===== config.mk =====
export PLATFORM = sky130hd
export DESIGN_NAME = display_arbiter
export DESIGN_NICKNAME = d
export VERILOG_FILES = /design/src/rtl/display_arbiter.sv
export SDC_FILE = /design/constraint.sdc
export NUM_CORES = 1
export LEC_CHECK = 0
export CORE_AREA = 2 2 256 258
export CTS_CLUSTER_DIAMETER = 120
export DETAILED_ROUTE_END_ITERATION = 8
export DIE_AREA = 0 0 258 260
export GPL_ROUTABILITY_DRIVEN = 1
export GPL_TIMING_DRIVEN = 0
export PLACE_DENSITY_LB_ADDON = 0.2
export RECOVER_POWER = 25
export SYNTH_ARGS = -nofsm -noshare
export SYNTH_HDL_FRONTEND = slang
export SYNTH_SLANG_ARGS = --single-unit

===== constraint.sdc =====
create_clock -name clk -period 2.58 [get_ports clk]
set_input_delay 0.387 -clock clk [delete_from_list [all_inputs] [get_ports clk]]
set_output_delay 0.387 -clock clk [all_outputs]
set_load 0.01 [all_outputs]

===== src/rtl/display_arbiter.sv =====
// Shares the RG matrix, hex digits and beeper between the self-test (0) and two round-robin modes (1, 2).
// Optional build macro DISPLAY_ARBITER_OWNER_SHOW_EN shows the owner index in the top digit.
module display_arbiter #(
   parameter int MIN_HOLD  = 50000000,
   parameter int BLANK_CYC = 1000
) (
   input  logic         clk,
   input  logic         sw,
   input  logic [2:0]   req,
   input  logic [383:0] matrix_in,
   input  logic [95:0]  numbers_in,
   input  logic [2:0]   beep_in,
   output logic [2:0]   gnt,
   output logic         busy,
   output logic [127:0] matrixData,
   output logic [31:0]  numbersData,
   output logic         beep
);

   localparam int HOLD_W  = (MIN_HOLD  > 0) ? $clog2(MIN_HOLD + 1)  : 1;
   localparam int BLANK_W = (BLANK_CYC > 0) ? $clog2(BLANK_CYC + 1) : 1;
   localparam logic [HOLD_W-1:0]  HOLD_MAX  = HOLD_W'(MIN_HOLD);
   localparam logic [BLANK_W-1:0] BLANK_MAX = BLANK_W'(BLANK_CYC);
   localparam logic [31:0]        NUM_BLANK = 32'hFFFF_FFFF;

   typedef enum logic [1:0] {
      IDLE  = 2'd0,
      OWN   = 2'd1,
      BLANK = 2'd2
   } state_t;

   state_t               state_r;
   logic [1:0]           owner_r;
   logic [1:0]           last_rr_r;
   logic [HOLD_W-1:0]    hold_cnt_r;
   logic [BLANK_W-1:0]   blank_cnt_r;

   logic [127:0]         own_matrix_s;
   logic [31:0]          own_numbers_s;
   logic                 own_beep_s;
   logic                 owner_req_s;
   logic                 other_req_s;
   logic                 leave_s;
   logic                 pick_valid_s;
   logic [1:0]           pick_s;

   // Select the owner's data slice and decide whether the owner must give up the display.
   always_comb begin
      own_matrix_s  = 128'd0;
      own_numbers_s = NUM_BLANK;
      own_beep_s    = 1'b0;
      owner_req_s   = 1'b0;
      other_req_s   = 1'b0;
      case (owner_r)
         2'd0: begin
            own_matrix_s  = matrix_in[127:0];
            own_numbers_s = numbers_in[31:0];
            own_beep_s    = beep_in[0];
            owner_req_s   = req[0];
         end
         2'd1: begin
            own_matrix_s  = matrix_in[255:128];
            own_numbers_s = numbers_in[63:32];
            own_beep_s    = beep_in[1];
            owner_req_s   = req[1];
            other_req_s   = req[2];
         end
         2'd2: begin
            own_matrix_s  = matrix_in[383:256];
            own_numbers_s = numbers_in[95:64];
            own_beep_s    = beep_in[2];
            owner_req_s   = req[2];
            other_req_s   = req[1];
         end
         default: begin
            owner_req_s = 1'b0;
         end
      endcase
`ifdef DISPLAY_ARBITER_OWNER_SHOW_EN
      own_numbers_s[31:28] = {2'b00, owner_r};
`endif
      // Self-test is never preempted; modes yield to self-test at once and to each other after the hold.
      leave_s = ~owner_req_s
              | ((owner_r != 2'd0) & req[0])
              | ((owner_r != 2'd0) & other_req_s & (hold_cnt_r == HOLD_MAX));
   end

   // Arbitration: self-test first, otherwise the mode after the last granted mode.
   always_comb begin
      pick_valid_s = 1'b1;
      pick_s       = 2'd0;
      if (req[0]) begin
         pick_s = 2'd0;
      end else if (last_rr_r == 2'd1) begin
         if (req[2]) begin
            pick_s = 2'd2;
         end else if (req[1]) begin
            pick_s = 2'd1;
         end else begin
            pick_valid_s = 1'b0;
         end
      end else begin
         if (req[1]) begin
            pick_s = 2'd1;
         end else if (req[2]) begin
            pick_s = 2'd2;
         end else begin
            pick_valid_s = 1'b0;
         end
      end
   end

   // Ownership FSM with registered grant, busy and display outputs.
   always_ff @(posedge clk or negedge sw) begin
      if (!sw) begin
         state_r     <= IDLE;
         owner_r     <= 2'd0;
         last_rr_r   <= 2'd2;
         hold_cnt_r  <= '0;
         blank_cnt_r <= '0;
         gnt         <= 3'b000;
         busy        <= 1'b0;
         matrixData  <= 128'd0;
         numbersData <= NUM_BLANK;
         beep        <= 1'b0;
      end else begin
         case (state_r)
            IDLE: begin
               matrixData  <= 128'd0;
               numbersData <= NUM_BLANK;
               beep        <= 1'b0;
               if (pick_valid_s) begin
                  state_r    <= OWN;
                  owner_r    <= pick_s;
                  gnt        <= 3'b001 << pick_s;
                  busy       <= 1'b1;
                  hold_cnt_r <= '0;
                  if (pick_s != 2'd0) begin
                     last_rr_r <= pick_s;
                  end
               end else begin
                  gnt  <= 3'b000;
                  busy <= 1'b0;
               end
            end
            OWN: begin
               if (leave_s) begin
                  state_r     <= BLANK;
                  gnt         <= 3'b000;
                  blank_cnt_r <= '0;
                  matrixData  <= 128'd0;
                  numbersData <= NUM_BLANK;
                  beep        <= 1'b0;
               end else begin
                  matrixData  <= own_matrix_s;
                  numbersData <= own_numbers_s;
                  beep        <= own_beep_s;
                  if (hold_cnt_r != HOLD_MAX) begin
                     hold_cnt_r <= hold_cnt_r + HOLD_W'(1);
                  end
               end
            end
            BLANK: begin
               gnt         <= 3'b000;
               matrixData  <= 128'd0;
               numbersData <= NUM_BLANK;
               beep        <= 1'b0;
               if (blank_cnt_r == BLANK_MAX) begin
                  state_r     <= IDLE;
                  busy        <= 1'b0;
                  blank_cnt_r <= '0;
               end else begin
                  blank_cnt_r <= blank_cnt_r + BLANK_W'(1);
               end
            end
            default: begin
               state_r     <= IDLE;
               gnt         <= 3'b000;
               busy        <= 1'b0;
               matrixData  <= 128'd0;
               numbersData <= NUM_BLANK;
               beep        <= 1'b0;
            end
         endcase
      end
   end

endmodule


---- After elaboration in Yosys (flattened, before gate mapping) ----
Cells that the tools add are included.
storage, ports and cells
  register bits ........................... 207
  word-level logic and storage cells ...... 85
cells by class
  reductions and logical operators ........ 12
  bitwise logic cells ..................... 7
  shift operators ......................... 1
  $add $sub $neg .......................... 2
  equality and inequality tests ........... 13
  mux-type cells .......................... 40
operators with widths
  operator                                       count
  case mux 128 bit (3 select lines)              1
  2-to-1 mux 128 bit                             2
  case mux 32 bit (3 select lines)               1
  2-to-1 mux 26 bit                              3
  2-to-1 mux 32 bit                              2
  case mux 26 bit (2 select lines)               1
  adder 26 x 1 -> 26 bit, second input constant  1
  == test 26 bit, second input constant          1
  inequality test 26 bit, second input constant  1
  2-to-1 mux 10 bit                              2
  case mux 10 bit (2 select lines)               1
  2-to-1 mux 2 bit                               8
  2-to-1 mux 1 bit                               11
  adder 10 x 1 -> 10 bit, second input constant  1
  == test 10 bit, second input constant          1
  inequality test 2 bit, second input constant   5
  case mux 1 bit (3 select lines)                3
  nonzero test 2 bit                             4
  == test 2 x 1 -> 1 bit, second input constant  3
  2-to-1 mux 3 bit                               2
  case mux 2 bit (3 select lines)                1
  case mux 3 bit (2 select lines)                1
  AND reduction 2 bit                            3
  AND reduction 3 bit                            2
  other kinds (8)                                14

---- Depth between registers and ports, before layout ----
  word-level depth ........................ 7
  gate-level depth with buffers ........... 10

---- Worst setup path after synthesis ----
Ideal clock, no wire load.
  kind .................................... register -> register
  start point ............................. reg owner_r[1]
  end point ............................... reg hold_cnt_r[0]
  data required time ...................... 2455 ps
  data arrival time ....................... 1975 ps
  stages on the path, launching flop included .. 9
  path slack .............................. 480 ps
  path buffers ............................ 1
  setup time .............................. 125 ps
  path through ............................ dfrtp_1 -> inv_1 -> ha_1 -> buf_2 -> a221oi_1 -> a211o_2 -> a211o_4 -> and2_4 -> mux2_2
on the way
  longest elaborated chain between the ends .. 7
RTL lines
  what                                                                                RTL line  text
  from (decl)                                                                         33        logic [1:0] owner_r;
  from (signal assigned)                                                              134       owner_r <= pick_s;
  == test 2 bit (tied with other cells)                                               54        case (owner_r)
  case mux 1 bit (2 select lines) or case mux 1 bit (3 select lines) (tied branches)  54
  bitwise AND 1 bit or inverter 1 bit (tied branches)                                 85, 83
  bitwise AND 1 bit or OR 1 bit (tied branches)                                       85, 84
  OR 1 bit *                                                                          85        | ((owner_r != 2'd0) & other_req_s & (hold_cnt_r == HOLD_MAX));
  inequality test 2 bit (no source line) *                                            --
  AND reduction 4 bit (no source line) *                                              --
  to (signal assigned)                                                                159       hold_cnt_r <= hold_cnt_r + HOLD_W'(1);
  to (decl)                                                                           35        logic [HOLD_W-1:0] hold_cnt_r;
Every way passes the cells marked *; elsewhere a longest branch is shown, timed or not.
A chain may end at the register's enable or synchronous reset.

---- Final worst setup path ----
  start point ............................. reg owner_r[0]
  end point ............................... reg matrixData[72]
on the way
  longest elaborated chain between the ends .. 7
RTL lines
  what                                                                                RTL line  text
  == test 2 bit (tied with other cells)                                               54
  case mux 1 bit (2 select lines) or case mux 1 bit (3 select lines) (tied branches)  54
  bitwise AND 1 bit or inverter 1 bit (tied branches)                                 85, 83
  bitwise AND 1 bit or OR 1 bit (tied branches)                                       85, 84
  OR 1 bit                                                                            85
  2-to-1 mux 128 bit *                                                                147       if (leave_s) begin
  2-to-1 mux 128 bit *                                                                127       case (state_r)
  to (signal assigned)                                                                155       matrixData <= own_matrix_s;
  to (decl)                                                                           15        output logic [127:0] matrixData,
Marked as above.

==> impl_results.md <==
- Die H: 260 um
- Fillers: 6670
- Fin nets: 2047
- First-pass GRT wire length: 78.76 mm
- Status: finished with violations
- CTS tree: yes
- Setup violations, final: 0
- Sequential area share after synthesis: 0.5541
- CTS clk-pin slew, worst paths: 0.06 ns
- Worst hold path type: input pin to flop
- Hold path endpoint: owner_r[1]
- Leak: 7.214 nW
- Post-synth EDFFs: 0
- Share of cells above drive strength 1: 0.08842
- Combinational power share: 0.479
- Hold wc startpoint: req[0]
- Design Area, Final: 0.01812 mm2
- M1 WL: 24.05 mm
- Initial DRC count: 1444
- Vias per Instance: 4.444
- Core area: 0.06412 mm2
- Synth Flop Type: dfrtp_1
- Highest layer used for signal routing: met5
- Dpl hpwl: 46.06 mm
- Worst Clk Skew: 0.01826 ns
- Crit-path max FO: 10
- Met2 WL: 27.37 mm
- Failing checks: design-rule violations
- Maximum vdd drop: 0.5166 mV
- Post-Synth Adder-Cell Area: 0.01062
- Initial antenna violation count: 19
- PnR worst setup slack: 0.09145 ns
- Layout overhead on the synthesized area: 92.35%
- Endpoints failing hold: 0
- Fin crit share: 0.9646
- Synth warnings: 0
- Least-Margin Pin Slew: 0.9519 ns
- Flops & latches, synth: 207
- Net Sw Frac: 0.3903
- Worst Path Arrival: 2.95 ns
- Pwr Density: 903.0 mW/mm2
- Setup crit end kind: flop
- Switching power: 6.388 mW
- Chip width: 258 um
- Synthesized area: 0.009423 mm2
- Worst-Skew Late Latency: 0.57 ns
- Mapped Nets: 1361
- Post-Syn Area per Cell: 10.89 um2
- Synth Area in XOR/XNOR: 0
- I/O pin total: 653
- Met3 WL: 5.043 mm
- Power Internal: 9.979 mW
- Largest net degree at the start of global routing: 106
- First-pass DRT Iterations: 9
- GRT Total Usage: 0.1612
- Largest family of logic cells by synthesized area: compound AO/OA/AOI/OAI gates
- Max_slew headroom: 0.3654
- Commonest non-fill, non-tap cell in the layout: clkdlybuf4s50_1
- Clock Power Share: 0.256
- Max Fclk: 401.8 MHz
- Startpoint types: flop
- Worst R2R Path Depth: 10
- DRT Wirelength: 58.00 mm
- Post-Synth Simple-Gate Area: 0.1337
- Sequential Power Share: 0.266
- Start-to-end type of the worst setup path: flop to flop
- Fin crit period: 2.489 ns
- GPL Wtd Cong: 0.9386
- Hold depth: 2
- Vias in the first global route: 10660
- DRC: 1
- Critical R2R Capture: matrixData[72]
- Number of port buffers: 649
- CP Data Required Time: 3.04 ns
- H-tree levels: 1
- Grt total ovfl: 0
- Netlist cell types: 60
- Clk sink count: 207
- Post-layout util: 0.2827
- DR vias: 10820
- Synth Instances: 865
- Synth Area in Compound Gates: 0.2487
- CTS Buf Count: 28
- Placed insts: 2371
- WL/cell: 23.83 um
- Max Slew Vio Count: 0
- Tightest hold margin: 0.1717 ns
- FP Rows: 93
- Antenna-violating nets left: 0
- Max Root-Sink Buffers: 3
- Die ar.: 0.06708 mm2
- Starting Density: 0.1470
- Post-place setup slack: -0.4799 ns
- Critical R2R Launch: owner_r[0]
- Final Non-Filler Cells: 2434
- Post-synthesis mux area share: 0.003320
- R2r setup slk: 0.09 ns
- Clk root buf: clkbuf_16
- Ys async rst share: 1.000
- DP Area: 0.01705 mm2
- Most frequent cells in the layout: 648 x clkdlybuf4s50_1, 174 x dfrtp_1, 161 x a222oi_1
- MaxCap Viol Count: 0
sequential cells by signal (all words and copies together) (netlist names):
register / count
blank_cnt_r: 10
matrixData: 128
owner_r: 2
numbersData: 32
gnt: 3
beep: 1
hold_cnt_r: 26
busy: 1
last_rr_r: 2
state_r: 2
cell usage after synthesis (2+ instances only):
cell | count | area (um2)
a211oi_1 | 3 | 22.52
a21oi_1 | 22 | 110.1
a222oi_1 | 161 | 1612
a22o_1 | 3 | 26.28
a31oi_1 | 25 | 156.4
a32oi_1 | 2 | 17.52
a41oi_1 | 7 | 61.31
and2_1 | 4 | 25.02
and3_1 | 5 | 31.28
and4_1 | 3 | 26.28
buf_2 | 15 | 75.07
buf_4 | 10 | 75.07
buf_6 | 3 | 33.78
clkbuf_1 | 58 | 217.7
dfrtp_1 | 174 | 4354
dfstp_2 | 33 | 867.1
ha_1 | 8 | 100.1
inv_1 | 16 | 60.06
mux2i_1 | 2 | 20.02
nand2_1 | 70 | 262.8
nand2b_1 | 4 | 25.02
nand3_1 | 16 | 80.08
nand3b_1 | 2 | 15.01
nand4_1 | 6 | 37.54
nor2_1 | 145 | 544.3
nor2b_1 | 2 | 12.51
nor3_1 | 7 | 35.03
nor4_1 | 5 | 31.28
o21a_1 | 4 | 30.03
o21ai_0 | 14 | 70.07
o21ai_1 | 3 | 15.01
o31ai_1 | 2 | 15.01
o41ai_2 | 2 | 32.53
or2_2 | 2 | 12.51
or4_1 | 2 | 15.01
power by group through the flow:
stage	registers, mW	logic, mW	clock network [mW]
finish	4.35	7.84	4.19
global route	4.44	8.49	4.47
CTS	4.35	7.92	4.34
detailed placement	4.40	7.81	0
global placement	4.40	7.79	0
floorplan	4.67	3.52	0
timing repair:
action	4_1_cts	5_1_grt
hold buffers	1	0
setup buffers	3	1
pin swaps	2	1
hold endpoints to repair	35	0
setup endpoints to repair	169	46
resized for setup	18	8
critical path, cell delays in order, from the launching register on:
cell      delay, ns
dfrtp_1        0.42
inv_1          0.10
ha_1           0.16
buf_6          0.19
a221oi_1       0.10
a211o_2        0.43
a31oi_4        0.21
nand2_4        0.13
buf_8          0.22
buf_4          0.19
nor2_1         0.22
cells by family (layout without fill, tap and decap cells):
logic type / count (synthesis) / after routing
simple gates: 281 / 281
compound gates: 263 / 263
flops: 207 / 207
buf+inv: 103 / 810
fa+ha+maj: 8 / 8
mux: 3 / 3
other cells: 0 / 7
layer usage:
| layer | global-route usage | vias up |
|---|---|---|
| li1 | - | 4829 |
| met1 | 0.2087 | 5366 |
| met2 | 0.2618 | 542 |
| met3 | 0.04552 | 69 |
| met4 | 0.04528 | 10 |
| met5 | 0 | - |
cell type report:
cell class	count	area (um2)	share of cell area
clock inverters	12	162.7	0.008974
repair buffers	656	6585	0.3633
well taps	855	1070	0.05902
clock buffers	39	813.3	0.04487
diodes	7	17.52	0.0009664
multi-input cells	555	3745	0.2066
flip-flops and latches	207	5221	0.2881
inverters	16	60.06	0.003314
plain buffers	87	450.4	0.02485
per-stage QoR:
step	setup TNS (ns)	power, mW
5_1_grt	-0.004132	17.39
3_3_place_gp	-1701.22	12.19
6_report	0	16.37
3_5_place_dp	-35.59	12.21
2_1_floorplan	0	8.189
4_1_cts	0	16.61
worst max-delay path by stage:
stage / from / to
6_report: owner_r[0] / matrixData[72]
5_1_grt: owner_r[0] / matrixData[72]
4_1_cts: owner_r[1] / matrixData[72]
3_5_place_dp: owner_r[1] / numbersData[0]
3_3_place_gp: sw / matrixData[59]
2_1_floorplan: owner_r[1] / hold_cnt_r[0]
(Power assumes the default switching activity.)
